==> config.mk <==
export PLATFORM = sky130hd
export DESIGN_NAME = banco_registros_wb
export DESIGN_NICKNAME = d
export VERILOG_FILES = /design/src/rtl/banco_registros_wb_pkg.sv /design/src/rtl/banco_registros_wb_mux_wb.sv /design/src/rtl/banco_registros_wb.sv
export SDC_FILE = /design/constraint.sdc
export NUM_CORES = 2
export LEC_CHECK = 0
export ABC_AREA = 1
export CAP_MARGIN = 20
export CORE_AREA = 2 2 390 392
export DETAILED_ROUTE_END_ITERATION = 6
export DIE_AREA = 0 0 392 394
export RECOVER_POWER = 25
export SYNTH_ARGS = -nofsm -noshare
export SYNTH_HDL_FRONTEND = slang
export SYNTH_SLANG_ARGS = --single-unit
==> constraint.sdc <==
create_clock -name clk -period 2.11 [get_ports clk]
set_clock_uncertainty 0.1 [all_clocks]
set_input_delay 0.211 -clock clk [delete_from_list [all_inputs] [get_ports clk]]
set_output_delay 0.211 -clock clk [all_outputs]
set_load 0.03 [all_outputs]
==> src/rtl/banco_registros_wb_pkg.sv <==
// banco_registros_wb_pkg: shared write-back stage constants
package banco_registros_wb_pkg;
    localparam int WB_REGWRITE = 1;
    localparam int WB_MEMTOREG = 0;
    localparam int DATA_W_DEF  = 32;
    localparam int ADDR_W_DEF  = 5;
    localparam int REG_ZERO    = 0;
endpackage

==> src/rtl/banco_registros_wb_mux_wb.sv <==
// banco_registros_wb_mux_wb: 2:1 write-back select between memory data and ALU result
module banco_registros_wb_mux_wb #(
    parameter int DATA_W = 32
) (
    input  logic              sel,
    input  logic [DATA_W-1:0] en_rd,
    input  logic [DATA_W-1:0] en_alu,
    output logic [DATA_W-1:0] dato_wb
);
    assign dato_wb = sel ? en_rd : en_alu;
endmodule

==> src/rtl/banco_registros_wb.sv <==
// banco_registros_wb: write-back select, 32-entry register bank with bypassed read ports and retired-write counter
module banco_registros_wb
    import banco_registros_wb_pkg::*;
#(
    parameter int DATA_W = DATA_W_DEF,
    parameter int ADDR_W = ADDR_W_DEF,
    parameter int NREG   = 2 ** ADDR_W,
    parameter int CNT_W  = 16,
    parameter int BYPASS = 1
) (
    input  logic              clk,
    input  logic              rst_n,
    input  logic [DATA_W-1:0] en_rd,
    input  logic [DATA_W-1:0] en_alu,
    input  logic [ADDR_W-1:0] en_wr,
    input  logic [1:0]        en_wb,
    input  logic [ADDR_W-1:0] rs,
    input  logic [ADDR_W-1:0] rt,
    output logic [DATA_W-1:0] dato_a,
    output logic [DATA_W-1:0] dato_b,
    output logic [DATA_W-1:0] dato_wb,
    output logic [CNT_W-1:0]  cnt_esc
);
    localparam logic [ADDR_W-1:0] ZERO = ADDR_W'(REG_ZERO);

    logic [DATA_W-1:0] regs [NREG];
    logic              we_eff;

    banco_registros_wb_mux_wb #(.DATA_W(DATA_W)) u_mux_wb (
        .sel     (en_wb[WB_MEMTOREG]),
        .en_rd   (en_rd),
        .en_alu  (en_alu),
        .dato_wb (dato_wb)
    );

    assign we_eff = en_wb[WB_REGWRITE] && (en_wr != ZERO);

    // register array: cleared asynchronously, written one edge after write-back select
    always_ff @(posedge clk or negedge rst_n) begin
        if (!rst_n) begin
            for (int i = 0; i < NREG; i++) regs[i] <= '0;
        end else if (we_eff) begin
            regs[en_wr] <= dato_wb;
        end
    end

    // retired-write counter, saturating at all-ones
    always_ff @(posedge clk or negedge rst_n) begin
        if (!rst_n) cnt_esc <= '0;
        else if (we_eff && cnt_esc != '1) cnt_esc <= cnt_esc + CNT_W'(1);
    end

    // read ports: register 0 forced to zero, in-flight write forwarded when enabled
    always_comb begin
        dato_a = (rs == ZERO) ? '0 :
                 (BYPASS != 0 && we_eff && rs == en_wr) ? dato_wb : regs[rs];
        dato_b = (rt == ZERO) ? '0 :
                 (BYPASS != 0 && we_eff && rt == en_wr) ? dato_wb : regs[rt];
    end
endmodule

==> summary.json <==
{
  "logic_synthesis": {
    "post_synth_instance_area_um2": 59790,
    "avgSynthCellArea_um2": 7.233,
    "synthArstFlopShare_pct": 100.0,
    "synth.yosys.seq_area_share_pct": 43.53,
    "post_synth_num_cell_types": 41,
    "synth_flop_cell": "dfrtp_1",
    "number_of_cells_produced_by_synthesis": 8267,
    "synth.cells.most_frequent": "nand2_1 (1,574), dfrtp_1 (1,040), nand3_1 (1,007)",
    "yosys.area.top_type_share_pct": 43.53,
    "synthesis.nets": 8351,
    "ys_seq_elements": 1040,
    "synth_edf_count": 0,
    "synth_area_leaders": "dfrtp_1 (44%), nand2_1 (9.9%), nand3_1 (8.4%)",
    "post_synthesis_cell_type_with_the_largest_combined_area": "dfrtp_1",
    "ys.warnings.count": 0,
    "most_frequent_cell_after_synthesis": "nand2_1"
  },
  "die": {
    "floorplan.die.width_um": 392,
    "design.portCount": 195,
    "design.die.area_um2": 154400,
    "floorplan.initialDensity_pct": 39.69,
    "count_of_standard_cell_rows": 143,
    "die_height_um": 394,
    "core_region_area_um2": 150700
  },
  "worst_setup_path": {
    "critPathMaxFanout": 2,
    "reg2reg_slack_ps": 250,
    "worst_r2r_path_depth": 9,
    "cp.arrival_ps": 2250,
    "critical_path.startpoint_type": "flip-flop",
    "critPathCaptureType": "output port",
    "critical_path_class": "flip-flop to output port",
    "crit_path_top_delay_cell": "dfrtp_1",
    "critPathTopFamily": "simple AND/OR/NAND/NOR gates",
    "timing.rr.end": "cnt_esc[15]",
    "required_time_at_the_endpoint_of_the_critical_path_ps": 1800,
    "crit_chain": "buf_6 > o21ai_2 > nand3_2 > o21ai_2 > nand2_2 > nand2_4 > nand3_4 > nand2_4 > inv_2 > buf_6",
    "cp_slowest_stage_delay_ps": 400,
    "worst-path-buf-inv": 3,
    "regToRegStartpoint": "cnt_esc[8]"
  },
  "power_and_ir_drop": {
    "ir_drop_mv": 0.6828,
    "power.share.switching_pct": 34.50,
    "power.leakage_nw": 35.17,
    "power_frac_comb_pct": 29.0,
    "total_power_mw": 69.14,
    "net-switching-power_mw": 23.85,
    "pwr-share-seq_pct": 39.7,
    "power.internal_mw": 45.29,
    "power-per-cell-area_nw_per_um2": 882.3,
    "power.clock.fraction_pct": 31.3
  },
  "global_route": {
    "grt-ovfl-total": 0,
    "antenna_found_initial": 6,
    "grt_pass1_vias": 58376,
    "grt_max_degree": 71,
    "wire_length_of_the_first_global_routing_pass_mm": 391.1,
    "global_route.usage.total_pct": 33.98
  },
  "placement": {
    "numPortBuffers": 194,
    "gp_routability_congestion": 0.9771,
    "placed_cells_incl_taps": 10454,
    "dp_hpwl_mm": 182.4
  },
  "clock_network": {
    "cts.clk_slew.worst_paths_ps": 60,
    "ctsHtreeMaxLevel": 3,
    "cts_root_buf": "clkbuf_16",
    "buffer_depth_of_the_longest_clock_path": 3,
    "clock_latency_ps": 740,
    "cts-buffers-inserted": 116,
    "cts_tree": "yes",
    "clock-sinks": 1040
  },
  "run_status": {
    "run_status": "finished, violations left",
    "violated_checks": "DRC, setup timing"
  },
  "layout": {
    "post-route-util_pct": 52.01,
    "final_cell_count_no_fill": 10754,
    "layout-drive-gt1-share_pct": 22.98,
    "n_antenna_cell": 0,
    "n_fill_cell": 14300,
    "areaGrowthSynthToFinish_pct": 31.06,
    "fin_nets": 8713
  },
  "worst_hold_path": {
    "hold_path_startpoint": "en_wr[3]",
    "hold_class": "input pin to flip-flop",
    "worstHoldPathCells": 8,
    "min_delay_worst_endpoint": "regs[976]"
  },
  "sta": {
    "final_min_period_over_clock_period_pct": 121.6,
    "timing.final.hold_violations": 0,
    "finalSetupTns_ps": -21690,
    "max_clock_freq_mhz": 389.9,
    "final_critical_path_setup_slack_ps": -454.8,
    "report.final.slew_viol_count": 0,
    "report.final.setup_viol": 66,
    "post-route-min-period_ps": 2565,
    "worst_pin_slew_ps": 1143,
    "unrepaired_setup_endpoints_after_global_routing": "yes",
    "max-slew-margin-rel_pct": 23.83
  },
  "route": {
    "drt_first_pass_iters": 7,
    "avgViaCountPerCell": 5.810,
    "vias": 62484,
    "routed_len_inst_um": 24.97,
    "routed_wl_mm": 268.5,
    "detailed_router_s_first_iteration_violation_count": 8100,
    "final_ant_viol_nets": 0,
    "remaining_drc_errors": 1
  },
  "flow_run": {
    "drv_cap": 0
  }
}
worst max path at each step:
stage | slack (ps) | cells after the start | startpoint | endpoint
finish | -450 | 10 | regs[364] | dato_a[12]
global placement | -780 | 13 | en_wr[0] | dato_a[16]
global route | -550 | 10 | regs[177] | dato_b[17]
detailed placement | -750 | 13 | en_wr[0] | dato_a[16]
floorplan | 50 | 9 | en_wb[0] | dato_a[17]
CTS | -480 | 11 | regs[364] | dato_b[12]
flip-flops by register name, indices dropped and copies added, names as in the netlist:
signal	count
regs	1024
cnt_esc	16
worst min-delay path, stage by stage:
cell	delay [ps]
clkbuf_2	140
inv_2	60
nand3_4	90
buf_4	160
nor2_2	60
buf_4	140
nand2_1	50
o21ai_0	70
metal layers:
layer  wire length (µm)  vias to the layer above  global-route usage, %
met5                171                        -                      0
met4              18580                        8                  19.62
met2             112600                     3717                  49.35
li1                   -                    28142                      -
met1             103600                    29793                  45.39
met3              33520                      824                  9.099
cells in the final DEF, fill, tap and decap left out, types with 8 or more instances in the layout:
cell,count
clkbuf_16,119
o21ai_0,591
nor2_1,623
nand3_4,45
inv_1,634
or2_1,8
a21oi_2,88
dfrtp_1,1040
clkbuf_2,13
o211ai_1,431
buf_8,9
nand2_4,30
nor2_2,13
buf_6,30
nand3_1,684
or2_2,26
nand3_2,285
nor2_4,33
xor2_1,11
clkdlybuf4s50_1,65
buf_12,308
nand2_1,1461
bufinv_16,14
nand2_2,82
o21ai_2,49
clkbuf_1,37
a21oi_4,47
dlygate4sd2_1,20
clkinv_2,17
o21ai_1,289
or2_4,25
inv_2,152
buf_4,532
clkbuf_8,25
nor3_1,10
a21oi_1,791
nor3_2,9
final cells by class:
cell class	count	area (µm²)	share of cell area [%]
flip-flops and latches	1040	26030	33.21
repair buffers	1006	11910	15.20
clock buffers	171	3381	4.314
multi-input cells	5668	30860	39.38
clock inverters	42	609.3	0.7776
well taps	2030	2540	3.241
inverters	797	3035	3.874
cells by family (layout without fill, tap and decap cells):
logic type / after synthesis / count (layout) / synth area share, %
AOI/OAI and AO/OA: 2298 / 2298 / 21.28
xor gates and xnor gates: 18 / 18 / 0.2637
adders and majority gates: 1 / 1 / 0.02092
buffers and inverters: 1559 / 2016 / 10.91
DFF: 1040 / 1040 / 43.53
and+or+nand+nor: 3351 / 3351 / 23.99
power groups by stage:
stage / clock [mW] / sequential, mW / combinational, mW
3_5_place_dp: 0 / 27.5 / 17.8
2_1_floorplan: 0 / 27.0 / 10.8
3_3_place_gp: 0 / 27.4 / 17.3
4_1_cts: 21.8 / 27.2 / 18.7
6_report: 21.6 / 27.4 / 20.1
5_1_grt: 22.7 / 27.9 / 22.0
stage by stage:
stage	setup slack, ps	cell area (µm²)	hold WS [ps]
4_1_cts	-478.5	76540	30.83
2_1_floorplan	49.32	59790	-184.6
3_3_place_gp	-778.5	70180	40.03
6_report	-454.8	78360	192.8
5_1_grt	-554.9	78360	239.2
3_5_place_dp	-752.2	70180	33.51
repair_timing:
action,CTS,global route
setup buffers,32,66
pin swaps,253,334
hold endpoints to repair,1040,0
gates cloned,3,2
gates resized for setup,647,534
endpoints found under the setup margin,85,70
hold buffers,2,0
Power figures use the tool's default switching activity.
